--- src/rtl/systolic_ctrl_2x2_pkg.sv ---
// Shared types and constants for the 2x2 systolic array sequencer.
package systolic_ctrl_2x2_pkg;

  localparam int unsigned STATE_W    = 3;
  localparam int unsigned SEL_W      = 2;
  localparam int unsigned STEP_W     = 2;
  localparam int unsigned FEED_STEPS = 4;

  typedef enum logic [STATE_W-1:0] {
    ST_IDLE  = 3'd0,
    ST_CLEAR = 3'd1,
    ST_FEED  = 3'd2,
    ST_DRAIN = 3'd3,
    ST_DONE  = 3'd4
  } state_t;

  // Operand select codes: element 0, element 1, or a forced zero operand
  localparam logic [SEL_W-1:0] SEL_E0   = 2'd0;
  localparam logic [SEL_W-1:0] SEL_E1   = 2'd1;
  localparam logic [SEL_W-1:0] SEL_ZERO = 2'd2;

  typedef struct packed {
    logic [SEL_W-1:0] a0;
    logic [SEL_W-1:0] a1;
    logic [SEL_W-1:0] b0;
    logic [SEL_W-1:0] b1;
  } sel_bus_t;

  localparam sel_bus_t SEL_IDLE = '{a0: SEL_ZERO, a1: SEL_ZERO, b0: SEL_ZERO, b1: SEL_ZERO};

  // States during which operands must be held stable by the memory side
  function automatic logic is_busy_state(input state_t s);
    return (s == ST_CLEAR) || (s == ST_FEED) || (s == ST_DRAIN);
  endfunction

endpackage

--- src/rtl/systolic_ctrl_2x2_if.sv ---
// Command / array-control bundle between host, sequencer and array.
interface systolic_ctrl_2x2_if import systolic_ctrl_2x2_pkg::*; ();

  logic             start;
  logic             accumulate;
  logic             transpose_cfg;
  logic             relu_cfg;
  logic             clear;
  logic             data_valid;
  logic [SEL_W-1:0] a0_sel;
  logic [SEL_W-1:0] a1_sel;
  logic [SEL_W-1:0] b0_sel;
  logic [SEL_W-1:0] b1_sel;
  logic             transpose;
  logic             activation;
  logic             busy;
  logic             done;
  logic             result_valid;

  // Host side: issues commands, observes array controls and status
  modport master (
    output start, accumulate, transpose_cfg, relu_cfg,
    input  clear, data_valid, a0_sel, a1_sel, b0_sel, b1_sel,
    input  transpose, activation, busy, done, result_valid
  );

  // Sequencer side
  modport slave (
    input  start, accumulate, transpose_cfg, relu_cfg,
    output clear, data_valid, a0_sel, a1_sel, b0_sel, b1_sel,
    output transpose, activation, busy, done, result_valid
  );

endinterface

--- src/rtl/systolic_feed_rom.sv ---
// Feed-step to operand-select lookup; row 1 / column 1 lag by one step.
module systolic_feed_rom import systolic_ctrl_2x2_pkg::*; (
  input  logic [STEP_W-1:0] i_step,
  output sel_bus_t          o_sel_c
);

  // Skewed 2x2 schedule: lane 0 leads, lane 1 follows one step later
  always_comb begin
    o_sel_c = SEL_IDLE;
    case (i_step)
      2'd0: begin
        o_sel_c.a0 = SEL_E0;
        o_sel_c.b0 = SEL_E0;
      end
      2'd1: begin
        o_sel_c.a0 = SEL_E1;
        o_sel_c.b0 = SEL_E1;
        o_sel_c.a1 = SEL_E0;
        o_sel_c.b1 = SEL_E0;
      end
      2'd2: begin
        o_sel_c.a1 = SEL_E1;
        o_sel_c.b1 = SEL_E1;
      end
      default: o_sel_c = SEL_IDLE;
    endcase
  end

endmodule

--- src/rtl/systolic_ctrl_2x2.sv ---
// Sequencer for the 2x2 systolic array: clear, skewed feed, drain, done.
module systolic_ctrl_2x2 import systolic_ctrl_2x2_pkg::*; #(
  parameter int unsigned DRAIN_CYCLES = 1
) (
  input  logic               clk,
  input  logic               rst,
  systolic_ctrl_2x2_if.slave bus
);

  localparam int unsigned         DRAIN_W    = $clog2(DRAIN_CYCLES + 1);
  localparam logic [DRAIN_W-1:0]  DRAIN_LAST = DRAIN_W'(DRAIN_CYCLES - 1);
  localparam logic [STEP_W-1:0]   STEP_LAST  = STEP_W'(FEED_STEPS - 1);

  state_t               r_state;
  logic [STEP_W-1:0]    r_step;
  logic [DRAIN_W-1:0]   r_drain;
  logic                 r_transpose;
  logic                 r_activation;
  logic                 r_clear;
  logic                 r_data_valid;
  sel_bus_t             r_sel;
  logic                 r_busy;
  logic                 r_done;
  logic                 r_result_valid;

  state_t               w_state_nxt;
  logic [STEP_W-1:0]    w_step_nxt;
  logic [DRAIN_W-1:0]   w_drain_nxt;
  logic                 w_transpose_nxt;
  logic                 w_activation_nxt;
  logic                 w_result_valid_nxt;
  sel_bus_t             w_feed_sel;
  sel_bus_t             w_sel_nxt;

  systolic_feed_rom u_feed_rom (
    .i_step  (w_step_nxt),
    .o_sel_c (w_feed_sel)
  );

  // State and counter register; reset aborts any operation in flight
  always_ff @(posedge clk or negedge rst) begin
    if (!rst) begin
      r_state <= ST_IDLE;
      r_step  <= '0;
      r_drain <= '0;
    end else begin
      r_state <= w_state_nxt;
      r_step  <= w_step_nxt;
      r_drain <= w_drain_nxt;
    end
  end

  // Next state, counters, latched config and result_valid level
  always_comb begin
    w_state_nxt        = r_state;
    w_step_nxt         = r_step;
    w_drain_nxt        = r_drain;
    w_transpose_nxt    = r_transpose;
    w_activation_nxt   = r_activation;
    w_result_valid_nxt = r_result_valid;
    case (r_state)
      ST_IDLE: begin
        if (bus.start) begin
          w_transpose_nxt    = bus.transpose_cfg;
          w_activation_nxt   = bus.relu_cfg;
          w_result_valid_nxt = 1'b0;
          w_step_nxt         = '0;
          w_drain_nxt        = '0;
          w_state_nxt        = bus.accumulate ? ST_FEED : ST_CLEAR;
        end
      end
      ST_CLEAR: begin
        w_step_nxt  = '0;
        w_state_nxt = ST_FEED;
      end
      ST_FEED: begin
        if (r_step == STEP_LAST) begin
          w_step_nxt  = '0;
          w_drain_nxt = '0;
          w_state_nxt = ST_DRAIN;
        end else begin
          w_step_nxt = r_step + STEP_W'(1);
        end
      end
      ST_DRAIN: begin
        if (r_drain == DRAIN_LAST) begin
          w_drain_nxt        = '0;
          w_result_valid_nxt = 1'b1;
          w_state_nxt        = ST_DONE;
        end else begin
          w_drain_nxt = r_drain + DRAIN_W'(1);
        end
      end
      ST_DONE: begin
        w_state_nxt = ST_IDLE;
      end
      default: begin
        w_state_nxt = ST_IDLE;
      end
    endcase
  end

  // Operand selects for the upcoming cycle; zero operands outside FEED
  always_comb begin
    w_sel_nxt = SEL_IDLE;
    if (w_state_nxt == ST_FEED) begin
      w_sel_nxt = w_feed_sel;
    end
  end

  // Array controls registered from the next state so they align with it
  always_ff @(posedge clk or negedge rst) begin
    if (!rst) begin
      r_clear        <= 1'b0;
      r_data_valid   <= 1'b0;
      r_sel          <= SEL_IDLE;
      r_transpose    <= 1'b0;
      r_activation   <= 1'b0;
      r_busy         <= 1'b0;
      r_done         <= 1'b0;
      r_result_valid <= 1'b0;
    end else begin
      r_clear        <= (w_state_nxt == ST_CLEAR);
      r_data_valid   <= (w_state_nxt == ST_FEED);
      r_sel          <= w_sel_nxt;
      r_transpose    <= w_transpose_nxt;
      r_activation   <= w_activation_nxt;
      r_busy         <= is_busy_state(w_state_nxt);
      r_done         <= (w_state_nxt == ST_DONE);
      r_result_valid <= w_result_valid_nxt;
    end
  end

  assign bus.clear        = r_clear;
  assign bus.data_valid   = r_data_valid;
  assign bus.a0_sel       = r_sel.a0;
  assign bus.a1_sel       = r_sel.a1;
  assign bus.b0_sel       = r_sel.b0;
  assign bus.b1_sel       = r_sel.b1;
  assign bus.transpose    = r_transpose;
  assign bus.activation   = r_activation;
  assign bus.busy         = r_busy;
  assign bus.done         = r_done;
  assign bus.result_valid = r_result_valid;

endmodule

--- src/flat_wrapper.sv ---
// flat-port wrapper written by rule: the top's interface ports become plain ports
module systolic_ctrl_2x2_flat import systolic_ctrl_2x2_pkg::*;
#(
  parameter int unsigned DRAIN_CYCLES = 1
)
  (clk, rst, bus_start, bus_accumulate, bus_transpose_cfg, bus_relu_cfg, bus_clear, bus_data_valid, bus_a0_sel, bus_a1_sel, bus_b0_sel, bus_b1_sel, bus_transpose, bus_activation, bus_busy, bus_done, bus_result_valid);
  systolic_ctrl_2x2_if bus_i ();
  input  logic clk;
  input  logic rst;
  input wire logic [$bits(bus_i.start)-1:0] bus_start;
  input wire logic [$bits(bus_i.accumulate)-1:0] bus_accumulate;
  input wire logic [$bits(bus_i.transpose_cfg)-1:0] bus_transpose_cfg;
  input wire logic [$bits(bus_i.relu_cfg)-1:0] bus_relu_cfg;
  output wire logic [$bits(bus_i.clear)-1:0] bus_clear;
  output wire logic [$bits(bus_i.data_valid)-1:0] bus_data_valid;
  output wire logic [$bits(bus_i.a0_sel)-1:0] bus_a0_sel;
  output wire logic [$bits(bus_i.a1_sel)-1:0] bus_a1_sel;
  output wire logic [$bits(bus_i.b0_sel)-1:0] bus_b0_sel;
  output wire logic [$bits(bus_i.b1_sel)-1:0] bus_b1_sel;
  output wire logic [$bits(bus_i.transpose)-1:0] bus_transpose;
  output wire logic [$bits(bus_i.activation)-1:0] bus_activation;
  output wire logic [$bits(bus_i.busy)-1:0] bus_busy;
  output wire logic [$bits(bus_i.done)-1:0] bus_done;
  output wire logic [$bits(bus_i.result_valid)-1:0] bus_result_valid;
  assign bus_i.start = bus_start;
  assign bus_i.accumulate = bus_accumulate;
  assign bus_i.transpose_cfg = bus_transpose_cfg;
  assign bus_i.relu_cfg = bus_relu_cfg;
  assign bus_clear = bus_i.clear;
  assign bus_data_valid = bus_i.data_valid;
  assign bus_a0_sel = bus_i.a0_sel;
  assign bus_a1_sel = bus_i.a1_sel;
  assign bus_b0_sel = bus_i.b0_sel;
  assign bus_b1_sel = bus_i.b1_sel;
  assign bus_transpose = bus_i.transpose;
  assign bus_activation = bus_i.activation;
  assign bus_busy = bus_i.busy;
  assign bus_done = bus_i.done;
  assign bus_result_valid = bus_i.result_valid;
  systolic_ctrl_2x2 #(.DRAIN_CYCLES(DRAIN_CYCLES)) u_core (.clk(clk), .rst(rst), .bus(bus_i));
endmodule
--- config.mk ---
export PLATFORM = sky130hd
export DESIGN_NAME = systolic_ctrl_2x2_flat
export DESIGN_NICKNAME = d
export VERILOG_FILES = /design/src/rtl/systolic_ctrl_2x2_pkg.sv /design/src/rtl/systolic_ctrl_2x2_if.sv /design/src/rtl/systolic_feed_rom.sv /design/src/rtl/systolic_ctrl_2x2.sv /design/src/flat_wrapper.sv
export SDC_FILE = /design/constraint.sdc
export NUM_CORES = 1
export LEC_CHECK = 0
export CAP_MARGIN = 15
export CORE_ASPECT_RATIO = 1.25
export CORE_MARGIN = 2
export CORE_UTILIZATION = 45
export CTS_CLUSTER_DIAMETER = 30
export DETAILED_ROUTE_END_ITERATION = 10
export PLACE_DENSITY = 0.75
export SYNTH_ARGS = -nofsm -noshare
export SYNTH_HDL_FRONTEND = slang
export SYNTH_HIERARCHICAL = 1
export SYNTH_SLANG_ARGS = --single-unit
--- constraint.sdc ---
create_clock -name clk -period 3.3 [get_ports clk]
set_input_delay 0.825 -clock clk [delete_from_list [all_inputs] [get_ports clk]]
set_output_delay 0.825 -clock clk [all_outputs]
set_load 0.01 [all_outputs]
==> PnR_summary.wiki, run 1 <==
{| class="wikitable"
! Metric !! Value
|-
| Run status || complete, no violations
|-
| Number of DRC violations after detailed routing || 0
|-
| Commonest register cell after synthesis || dfrtp_1
|-
| Pin count of the biggest net entering global routing || 21
|-
| Clock transition at the register clock pins on the worst setup and hold paths after CTS || around 90 ps
|-
| Worst-case headroom to the max-slew limit || 0.4114
|-
| Arrival time worst endpoint || approximately 2600 ps
|-
| RSZ-0062 raised after global routing || no
|-
| Final net count || roughly 110
|-
| Cell with the largest stage delay on the worst path || clkdlybuf4s50_1
|-
| Largest delay share family, worst path || buffers and inverters
|-
| Cell with the most instances on the worst path || inv_1
|-
| Met1 track demand over resource || 0.1769
|-
| Number of clock sinks || 20
|-
| Gate count after technology mapping || 77
|-
| Maximum fanout along the worst path || 7
|-
| Clock latency on the worst-skew pair || approximately 300 ps
|-
| Instance area at placement || approximately 1100 um2
|-
| Max-slew violation count || 0
|-
| DIE WIDTH || approximately 43 um
|-
| Drt first-iter violations || 11
|-
| Classification of the worst setup path || input port to register
|-
| Die area || 2314 um2
|-
| Terminus of the critical flop-to-flop path || u_core/bus.b1_sel[1]
|-
| Final critical-path required period || 2387 ps
|-
| Maximum clock path buffer count || 2
|-
| Pwr/cell area || roughly 1000 nW/um2
|-
| Commonest non-fill, non-tap cell in the layout || clkdlybuf4s50_1
|-
| Endpoint required time on the critical path || between 3000 and 4000 ps
|-
| Antenna diode count || 0
|-
| Transition time of the tightest slew-check pin || 880.1 ps
|-
| Type of element launching the critical path || input port
|-
| Ordered list of cells on the worst path || clkdlybuf4s50_1 > nor2_1 > a21oi_1 > o21ai_1 > inv_1 > ha_1 > inv_1 > or3_1
|-
| Row count || 17
|-
| Area contributors post-synth || dfrtp_1 46%, dfstp_2 12%, ha_1 7.2%
|-
| Most Crowded Layer GR || met2
|-
| Max H-tree Level || 1
|-
| Synth area leader || dfrtp_1
|-
| Total buffers and inverters traversed by the critical path || 3
|-
| Top cell type's share of synthesized area || 0.4578
|-
| Reg2Reg Setup Slack || ~1200 ps
|-
| Setup violators final || 0
|-
| Grt ovf || 0
|-
| Initial core utilization || 0.4837
|-
| Hold EP || u_core/bus.result_valid
|-
| Standby leakage power || between 0.0004 and 0.0005 uW
|-
| Critical path endpoint category || register
|-
| Util after Layout || 0.5979
|-
| Clock Skews || approximately 13 ps
|-
| Final Cycle Share || 0.7234
|-
| Cell count of the worst reg-to-reg path || 8
|-
| Via count || about 590
|-
| Via count of the first global-routing pass || slightly below 600
|-
| Worst r2r src || u_core/r_step[0]
|-
| Top Ports || 21
|-
| Post-CTS Setup Repair Bufs || 0
|-
| Routed Antenna Nets || 0
|-
| Pre-antenna DRT Iters || 5
|-
| Number of distinct library cells after synthesis || 23
|-
| Layout cell share with drive strength beyond 1 || 0.1064
|-
| Maximum achievable frequency || ~420 MHz
|-
| Sequential share of the synthesized area || 0.5780
|-
| Final weighted congestion in routability-driven placement || approximately 0.74
|-
| Path class of the lowest-slack min-delay path || register to register
|-
| Max VDD drop || between 0.4 and 0.5 mV
|-
| Area added between synthesis and finish || 23.61%
|-
| Post-Synthesis Cell Area || 874.6 um2
|-
| Clock tree from TritonCTS || built
|-
| Number of hold-repair buffers added at the cts stage || 0
|-
| Count of flip-flops with a built-in enable after synthesis || 0
|-
| Post-synth ARST share || 1.000
|-
| Mapped Avg Cell Area || ~11 um2
|-
| Global-route wire length before repair || 2.518 mm
|-
| Floorplan die height || 53.29 um
|-
| Global-route usage over all layers || 0.1580
|-
| Met2 track demand over resource || 0.2512
|-
| Fin Hold WS || approximately 490 ps
|-
| Top library cells by usage in the layout, fill and taps aside || 20 x clkdlybuf4s50_1, 16 x dfrtp_1, 8 x nand2_1
|-
| Crit-path max cell delay || ~510 ps
|-
| Root buf cell || clkbuf_4
|-
| Final sum of negative setup slack || 0 ps
|-
| Max capacitance violation total || 0
|-
| Worst hold start || u_core/bus.result_valid
|-
| Routed wire per std cell || roughly 13 um
|-
| Port Buffers || 20
|-
| Final Hold Violating Endpoints || 0
|-
| Post-Route WL || around 1.4 mm
|-
| Synth Net Count || 88
|-
| Min-Delay Path Depth || 1
|-
| DP Wirelength || about 1 mm
|-
| Number of CTS-inserted buffers || 3
|-
| Initial antenna violation count || 0
|-
| PostCTS Resize Cnt || 0
|-
| Number of storage elements in the synthesis netlist || 20
|-
| Area inside the core boundary || between 1500 and 2000 um2
|-
| Number of warning messages in the yosys log || 6
|-
| Vias/cell || 5.239
|-
| Final Cell Area || 1081 um2
|-
| Met3 layer usage reported by global route || 0.03413
|}
worst register-to-register path, cell delays in order, from the launching register on:
cell	delay, ps
dfrtp_1	430
ha_1	240
nor4b_1	280
a21oi_1	60
o21ai_1	250
inv_1	110
ha_1	280
inv_1	40
or3_1	340
area by class of cell:
cell class	instances	area [um2]
clock buffers	4	26.28
fillers	146	726.9
inverters	4	15.01
multi-input cells	46	310.3
flip-flops and latches	20	505.5
well taps	19	23.77
repair buffers	20	200.2
registers in the layout, indices dropped and copies added, names as in the netlist:
name and flops:
u_core/r_state 3, u_core/bus.a0_sel 2, u_core/bus.a1_sel 2, u_core/bus.b0_sel 2
u_core/bus.b1_sel 2, u_core/r_step 2, u_core/bus.activation 1, u_core/bus.busy 1
u_core/bus.clear 1, u_core/bus.data_valid 1, u_core/bus.done 1, u_core/bus.result_valid 1
u_core/bus.transpose 1
how the worst max path moves through the flow:
stage	from	end	slack [ps]	depth (start not counted)
floorplan	bus_start	u_core/bus.a1_sel[1]	1160	8
global placement	bus_start	u_core/bus.a1_sel[1]	650	8
detailed placement	bus_start	u_core/bus.a1_sel[1]	600	8
CTS	bus_start	u_core/bus.a1_sel[1]	930	8
global route	bus_start	u_core/bus.b1_sel[1]	770	8
finish	bus_start	u_core/bus.b1_sel[1]	910	8
stage by stage:
stage,setup WS [ps],power [uW],std cells
final,912.8,1082,113
after global routing,769.7,1192,113
after CTS,925.9,1101,113
after detailed placement,596.2,979.2,109
after global placement,648.1,964.1,109
after floorplan,1155,868.3,77
cell families (layout without fill, tap and decap cells):
| logic type | after synthesis | count (layout) | synth area share |
|---|---|---|---|
| AO/OA/AOI/OAI | 10 | 10 | 0.07582 |
| flip-flops | 20 | 20 | 0.5780 |
| AND/OR/NAND/NOR | 31 | 31 | 0.2074 |
| buffers and inverters | 11 | 28 | 0.06723 |
| adder cells (fa/ha/maj) | 5 | 5 | 0.07153 |
cells in the mapped netlist (2+ instances only):
cell and n:
dfstp_2 4, ha_1 5, nand2_1 8, a21oi_1 3
buf_2 2, o21ai_1 2, nor3_1 2, nor2_1 6
a21o_1 2, buf_4 4, nor3b_1 5, or3_1 4
and3_1 2, dfrtp_1 16, inv_1 4
report_power, final:
| group | switching, uW | internal [uW] | total (uW) |
|---|---|---|---|
| clock | 69.5 | 47.1 | 117 |
| combinational | 247 | 279 | 526 |
| sequential | 79.3 | 360 | 440 |
| total | 396 | 686 | 1080 |
per-layer routing:
metal | share of wire | routed length, um | vias to the layer above
li1 | - | - | 293
met1 | 0.42 | 605 | 277
met4 | 0.032 | 46 | 0
met5 | 0 | 0 | -
met3 | 0.050 | 72 | 4
met2 | 0.49 | 707 | 18
Power figures use the tool's default switching activity.
==> run 2, diff against run 1 <==
- clock period: 3.3 -> 2.41 ns (I/O delays scaled with it)
==> run 2 against run 1 <==
Compared with the run above: combinational power rose by 43%; critical path type unchanged; largest power group unchanged; critical endpoint unchanged; flip-flop and latch count unchanged; routed wire length down 0.91%.
==> PnR_summary.wiki, run 2 (synthesis gave the netlist of run 1 again) <==
{| class="wikitable"
! Metric !! Value
|-
| Layout cell share with drive strength beyond 1 || 0.1443 (+0.03795)
|-
| Routed Antenna Nets || 0 (unchanged)
|-
| Max capacitance violation total || 0 (unchanged)
|-
| Cell with the most instances on the worst path || inv_1
|-
| Floorplan die height || 53.29 um (unchanged)
|-
| Row count || 17 (unchanged)
|-
| Pre-antenna DRT Iters || 2 (-3)
|-
| Clock Skews || 2.477 ps (-10.08 ps)
|-
| Final Total Pwr || 1623 uW (+50%)
|-
| Via count of the first global-routing pass || 584 (unchanged)
|-
| Initial antenna violation count || 0 (unchanged)
|-
| Number of DRC violations after detailed routing || 0 (unchanged)
|-
| Cell with the largest stage delay on the worst path || clkdlybuf4s50_1
|-
| Transition time of the tightest slew-check pin || 463.4 ps (-416.7 ps)
|-
| Total buffers and inverters traversed by the critical path || 3 (unchanged)
|-
| Clock latency on the worst-skew pair || 290 ps (about the same)
|-
| Net load switching power || 559.1 uW (+41%)
|-
| Combinational group share of total power || 0.463 (-0.023)
|-
| DIE WIDTH || 43.43 um (unchanged)
|-
| DP Wirelength || 1.046 mm (+2.9%)
|-
| Max VDD drop || 0.7057 mV (+50%)
|-
| Setup violators final || 0 (unchanged)
|-
| Clock share of power || 0.166 (+0.058)
|-
| Commonest non-fill, non-tap cell in the layout || clkdlybuf4s50_1
|-
| Drt first-iter violations || 4 (-7)
|-
| Clock transition at the register clock pins on the worst setup and hold paths after CTS || 110 ps (+20 ps)
|-
| Area inside the core boundary || 1808 um2 (unchanged)
|-
| RSZ-0062 raised after global routing || no
|-
| Grt ovf || 0 (unchanged)
|-
| Type of element launching the critical path || input port
|-
| Endpoint required time on the critical path || 2640 ps (-880 ps)
|-
| Arrival time worst endpoint || 2240 ps (-370 ps)
|-
| Worst-case headroom to the max-slew limit || 0.6911 (+0.2797)
|-
| Crit-path max cell delay || 420 ps (-90 ps)
|-
| Final Hold Violating Endpoints || 0 (unchanged)
|-
| Pwr/cell area || 1437 nW/um2 (+44%)
|-
| Root buf cell || clkbuf_4
|-
| Sequential power share || 0.371 (-0.035)
|-
| Net switching fraction of the power || 0.3444 (-0.02127)
|-
| Number of clock sinks || 20 (unchanged)
|-
| Max-slew violation count || 0 (unchanged)
|-
| Final net count || 109 (+2.8%)
|-
| Post-Route WL || 1.418 mm (-0.91%)
|-
| Standby leakage power || 0.0005206 uW (+5.6%)
|-
| Area added between synthesis and finish || 29.18%
|-
| Port Buffers || 20 (unchanged)
|-
| Number of flip-flops in the largest register || 3 (unchanged)
|-
| Final Cycle Share || 0.8358
|-
| Final sum of negative setup slack || 0 ps (unchanged)
|-
| Maximum fanout along the worst path || 3 (-4)
|-
| Maximum achievable frequency || about 500 MHz
|-
| Global-route usage over all layers || 0.1470 (-0.01103)
|-
| Max H-tree Level || 1 (unchanged)
|-
| Global-route wire length before repair || 2.449 mm (-2.7%)
|-
| Internal power || 1064 uW (+55%)
|-
| Top library cells by usage in the layout, fill and taps aside || 20 x clkdlybuf4s50_1, 16 x dfrtp_1, 8 x nand2_1
|-
| Via count || 604 (+2.0%)
|-
| Filler cell count in the final layout || 149 (+2.1%)
|-
| Register with the highest flop count || u_core/r_state
|-
| Classification of the worst setup path || input port to register
|-
| Ordered list of cells on the worst path || clkdlybuf4s50_1 > nor2_1 > a32oi_1 > o21ai_1 > inv_1 > ha_1 > inv_1 > or3_1
|-
| Number of CTS-inserted buffers || 3 (unchanged)
|-
| Area taken by multi-input logic gates || 310.3 um2 (unchanged)
|-
| Pin count of the biggest net entering global routing || 21 (unchanged)
|-
| Register Area || 505.5 um2 (unchanged)
|-
| Die area || 2314 um2 (unchanged)
|-
| PostCTS Resize Cnt || 0 (unchanged)
|-
| Vias/cell || 5.207 (-0.61%)
|-
| Maximum clock path buffer count || 2 (unchanged)
|-
| Critical path endpoint category || register
|-
| Largest delay share family, worst path || buffers and inverters
|-
| Run status || complete, no violations
|-
| Top Ports || 21 (unchanged)
|-
| Initial core utilization || 0.4837 (unchanged)
|-
| Final critical-path required period || between 2000 and 2500 ps
|-
| Number of hold-repair buffers added at the cts stage || 0 (unchanged)
|-
| Post-CTS Setup Repair Bufs || 0 (unchanged)
|-
| Clock tree from TritonCTS || built
|-
| Path class of the lowest-slack min-delay path || register to register
|-
| Final weighted congestion in routability-driven placement || 0.7371 (-0.30%)
|-
| Routed wire per std cell || 12.22 um (-3.5%)
|-
| Antenna diode count || 0 (unchanged)
|}
## run 2: power by group through the flow
stage | combinational, uW | sequential, uW | clock (uW)
detailed placement | 758 | 612 | 0
CTS | 762 | 603 | 276
finish | 751 | 602 | 270
floorplan | 582 | 607 | 0
global placement | 737 | 606 | 0
global route | 845 | 623 | 289
## run 2: final timing paths
path	cells past startpoint	startpoint	endpoint	slack (ps)
min	1	u_core/bus.result_valid	u_core/bus.result_valid	490
min reg2reg	1	u_core/bus.result_valid	u_core/bus.result_valid	490
max reg2reg	8	u_core/r_step[0]	u_core/bus.b1_sel[1]	410
max in group asynchronous	2	rst	u_core/bus.b0_sel[1]	1530
min in group asynchronous	2	rst	u_core/bus.activation	620
max	8	bus_start	u_core/bus.b1_sel[1]	400
## run 2: area by class of cell
class / instances / share of cell area
clock inverter: 1 / 0.02658
timing repair buffer: 23 / 0.1971
sequential: 20 / 0.4474
clock buffer: 3 / 0.01993
tap: 19 / 0.02104
multi-input combinational: 46 / 0.2746
inverter: 4 / 0.01329
## run 2: through the flow
stage | instance area, um2 | setup slack (ps) | instances | hold slack [ps] | util
after floorplan | 874.6 | 343.1 | 77 | 306.9 | -
after global placement | 1077 | 120.2 | 112 | 457.6 | 0.5958
after detailed placement | 1077 | 87.52 | 112 | 468.3 | 0.5958
after CTS | 1130 | 408.7 | 116 | 495.4 | 0.6249
after global routing | 1130 | 272.8 | 116 | 510.0 | 0.6249
final | 1130 | 395.7 | 116 | 489.4 | 0.6249
## run 2: per-layer routing
metal | track usage | part of all wire
met1 | 0.1630 | 0.44
met2 | 0.2512 | 0.50
met3 | 0.03413 | 0.057
met4 | 0.09091 | 0.011
met5 | 0 | 0
==> variant 1, RTL diff (settings of run 2) <==
Encoding of `state_t`: now one-hot (5 bits for 5 states).
--- a/src/rtl/systolic_ctrl_2x2_pkg.sv
+++ b/src/rtl/systolic_ctrl_2x2_pkg.sv
@@ -8,8 +8,8 @@
 
-  typedef enum logic [STATE_W-1:0] {
-    ST_IDLE  = 3'd0,
-    ST_CLEAR = 3'd1,
-    ST_FEED  = 3'd2,
-    ST_DRAIN = 3'd3,
-    ST_DONE  = 3'd4
+  typedef enum logic [4:0] {
+    ST_IDLE  = 5'b00001,
+    ST_CLEAR = 5'b00010,
+    ST_FEED  = 5'b00100,
+    ST_DRAIN = 5'b01000,
+    ST_DONE  = 5'b10000
   } state_t;
Behaviour: same outputs for any inputs over 10 cycles, from zero or initial values and one cycle with rst low; not proved beyond that.
==> variant 1 against run 2 <==
  * Setup slack worse by 0.23 ns
  * Routed wire length rose by 44%
  * Sequential cell count up 2
  * Synthesized area grew 25%
  * Power is 9.3% lower
  * Critical path depth stayed put
  * Final cell count grew 32%
  * Design area grew 26%
  * Largest cell class unchanged
==> variant 1: results <==
routing:
  met2WireLength_um: 1110
  met3_length_um: 40
  drtIter0Drc: 6
  routed_wl_um: 2040
  via_per_inst: 5.09
  met1_length_um: 865
  first_pass_iters: 3
clocking:
  cts.sinks: 22
  h-tree-depth: 1
  cts_resized: 1
logic_synthesis:
  synthMuxAreaShare: 0.0205
  synth_compound_area_frac: 0.128
  seq_area_frac_synth: 0.507
  synthAdderAreaFrac: 0.0570
  ys_top_cells_by_area: "dfrtp_1 (39%), dfstp_2 (12%), ha_1 (5.7%)"
  ys_warn_count: 6
  synth_xor_area_frac: 0.00798
  synth_cell_type_count: 33
  synth_commonest_cells: "dfrtp_1 (17), nor2_1 (7), inv_1 (6), dfstp_2 (5), ha_1 (5)"
  syn_nets: 103
min_path:
  min_path_cells: 1
  hold_path_end: "u_core/bus.result_valid"
setup_path:
  worst_path_max_delay_cell: "dfrtp_1"
  max_stage_delay_ns: 0.49
  cp_max_fo: 6
  worstReg2RegEnd: "u_core/bus.b1_sel[1]"
  regToRegSetupSlack_ns: 0.16
  worstPathArrival_ns: 2.48
  crit-reg2reg-launch: "u_core/r_state[1]"
timing:
  slew_headroom: 0.691
  skew_ns: 0.00252
global_routing:
  grt_pass1_wl_um: 3590
  use_met1: 0.218
  grt_pass1_vias: 829
  use_met2: 0.289
  grt_max_degree: 23
  grt_util_all_layers: 0.179
  use_met3: 0.0366
place:
  dp_hpwl_um: 1480
  pre_cts_slack_ns: -0.342
  port-buffer-count: 20
  gp_congestion: 0.715
power:
  p_leak_nw: 0.619
  pwr-share-comb: 0.492
  powerSeq_mw: 0.555
  ir_drop_mv: 0.626
  power.internal_mw: 0.965
final_layout:
  top_register: "u_core/r_state"
  drive_above_1_share: 0.242
  fin_nets: 132
  largest_reg_flops: 5
  nFillCells: 206
  antenna_cells: 0
status:
  status: "finished clean"
-- variant 1: cell families after synthesis --
logic type                 after synthesis
and+or+nand+nor                         30
DFF                                     22
AOI/OAI and AO/OA                       17
buffers and inverters                   15
adders and majority gates                5
muxes                                    2
xor gates and xnor gates                 1
-- variant 1: critical path, delay by kind of cell, from the launching register on --
family | cells | cell delay [ns]
adder cells (fa/ha/maj) | 1 | 0.26
buffers and inverters | 3 | 0.31
AO/OA/AOI/OAI | 2 | 0.40
AND/OR/NAND/NOR | 2 | 0.72
flip-flops | 1 | 0.49
-- variant 1: metrics by stage --
step / area (um2) / std cells / TNS (ns) / power, mW / hold slack [ns]
finish: 1430 / 153 / 0 / 1.47 / 0.503
CTS: 1420 / 153 / 0 / 1.49 / 0.509
global route: 1430 / 153 / 0 / 1.60 / 0.548
global placement: 1380 / 149 / -1.32 / 1.24 / 0.464
detailed placement: 1380 / 149 / -1.62 / 1.27 / 0.482
floorplan: 1100 / 92 / 0 / 0.992 / 0.307
-- variant 1: worst max-delay path by stage --
stage                            startpoint  depth (start not counted)  slack [ns]              endpoint
after floorplan                   bus_start                          9        0.05  u_core/bus.a1_sel[1]
after global placement            bus_start                          9       -0.31  u_core/bus.b1_sel[1]
after detailed placement          bus_start                          9       -0.34  u_core/bus.b1_sel[1]
after CTS                         bus_start                          9       0.005  u_core/bus.b1_sel[1]
after global routing      u_core/r_state[1]                          8        0.04  u_core/bus.b1_sel[1]
final                     u_core/r_state[1]                          8        0.16  u_core/bus.b1_sel[1]
-- variant 1: final cells by class --
cell class | instances | share of cell area
flip-flops and latches | 22 | 0.390
multi-input cells | 55 | 0.329
repair buffers | 33 | 0.211
well taps | 33 | 0.0289
clock buffers | 4 | 0.0254
inverters | 6 | 0.0158
==> variant 2, RTL diff (flow settings as in run 2) <==
Without the edit above. `STEP_W`: 2 -> 4.
--- a/src/rtl/systolic_ctrl_2x2_pkg.sv
+++ b/src/rtl/systolic_ctrl_2x2_pkg.sv
@@ -5,3 +5,3 @@
   localparam int unsigned SEL_W      = 2;
-  localparam int unsigned STEP_W     = 2;
+  localparam int unsigned STEP_W     = 4;
   localparam int unsigned FEED_STEPS = 4;
Formal check against the unedited RTL: same outputs for any inputs over 10 cycles, from zero or initial values and one cycle with rst low; that may be too few to reach the edited logic, so the function may still have changed.
==> variant 2 against run 2 <==
  * Sequential cell count is 2 higher
  * Power is 8.1% higher
  * Setup slack worse by 0.17 ns
  * Via count is 3.8% higher
  * Synthesized cell count is 3.9% lower
  * Design area is 7.6% higher
  * Largest power group unchanged
  * Routed wire length is 12% higher
  * Synthesized area is 7.3% higher
==> variant 2: results <==
power:
  p_leak_nw: 0.544
  ir_drop_mv: 0.702
place:
  placed_area_um2: 1160
  dp_hpwl_um: 1150
clocking:
  clkTransAtPathRegs_ns: 0.13
routing:
  routed_wl_um: 1590
  first_pass_iters: 4
  via_per_inst: 5.31
status:
  status: "finished clean"
final_layout:
  nFillCells: 145
  drive_above_1_share: 0.173
  fin_nets: 106
setup_path:
  regToRegSetupSlack_ns: 0.33
  cp_max_fo: 5
  crit-reg2reg-launch: "u_core/r_state[0]"
  worst_r2r_path_depth: 5
  max_stage_delay_ns: 0.50
global_routing:
  grt_util_all_layers: 0.141
  grt_pass1_wl_um: 2460
  grt_pass1_vias: 581
logic_synthesis:
  synth_commonest_cells: "dfrtp_1 (18), and2_1 (6), buf_4 (4), dfstp_2 (4), nand2b_1 (4)"
  ys_warn_count: 6
  syn_nets: 81
  seq_area_frac_synth: 0.592
  ys_top_cells_by_area: "dfrtp_1 (48%), dfstp_2 (11%), and2_1 (4.0%)"
  synth_cell_type_count: 29
timing:
  hold_viol: 0
  slew_headroom: 0.594
variant 2: cell count changes in the layout (fill, tap and decap cells not counted), sizes merged, moves of 3 or more:
cell	change
and2	+6
nand2	-5
ha	-4
inv	-3
nand2b	+3
nor2	-3
variant 2: layer usage:
| metal | wire length (um) | GRT usage | vias up | part of all wire |
|---|---|---|---|---|
| met3 | 54 | 0.0195 | 2 | 0.034 |
| met4 | 19 | 0.0735 | 0 | 0.012 |
| met1 | 708 | 0.163 | 311 | 0.45 |
| li1 | - | - | 301 | - |
| met2 | 807 | 0.254 | 13 | 0.51 |
| met5 | 0 | 0 | - | 0 |
variant 2: worst reg2reg max path: stages (launching register included):
cell,delay (ns)
dfrtp_1,0.49
a21o_1,0.24
or2_1,0.29
a221o_1,0.42
or3_2,0.43
nand2b_1,0.15
variant 2: worst max-delay path by stage:
stage	from	end	slack, ns
global route	bus_start	u_core/bus.a1_sel[1]	0.11
global placement	bus_start	u_core/bus.b0_sel[1]	-0.06
CTS	bus_start	u_core/bus.b0_sel[1]	0.22
floorplan	u_core/r_state[0]	u_core/bus.a0_sel[1]	0.35
finish	bus_start	u_core/bus.b0_sel[1]	0.22
detailed placement	bus_start	u_core/bus.b0_sel[1]	-0.11
variant 2: final cells by class:
class                   count  area, um2  share of cell area
clock inverters             1       30.0              0.0247
multi-input cells          47        349               0.287
well taps                  20       25.0              0.0206
clock buffers               3       22.5              0.0185
inverters                   1       3.75             0.00309
flip-flops and latches     22        556               0.457
repair buffers             24        230               0.189
variant 2: per-stage QoR:
step	TNS [ns]	hold WS (ns)
floorplan	0	0.307
global placement	-0.157	0.461
detailed placement	-0.432	0.481
CTS	0	0.512
global route	0	0.529
finish	0	0.502
variant 2: power by group:
group	internal, mW	total [mW]	switching (mW)	leakage [nW]
Clock	0.168	0.281	0.113	0.0279
Sequential	0.537	0.619	0.0818	0.271
Combinational	0.473	0.856	0.383	0.245
variant 2: kinds of logic (layout without fill, tap and decap cells):
| kind of cell | count (synthesis) | after routing | share of synthesized area |
|---|---|---|---|
| buf+inv | 5 | 29 | 0.0360 |
| mux | 2 | 2 | 0.0240 |
| flops | 22 | 22 | 0.592 |
| simple gates | 32 | 32 | 0.220 |
| compound gates | 10 | 10 | 0.0960 |
| xor+xnor | 2 | 2 | 0.0187 |
| fa+ha+maj | 1 | 1 | 0.0133 |
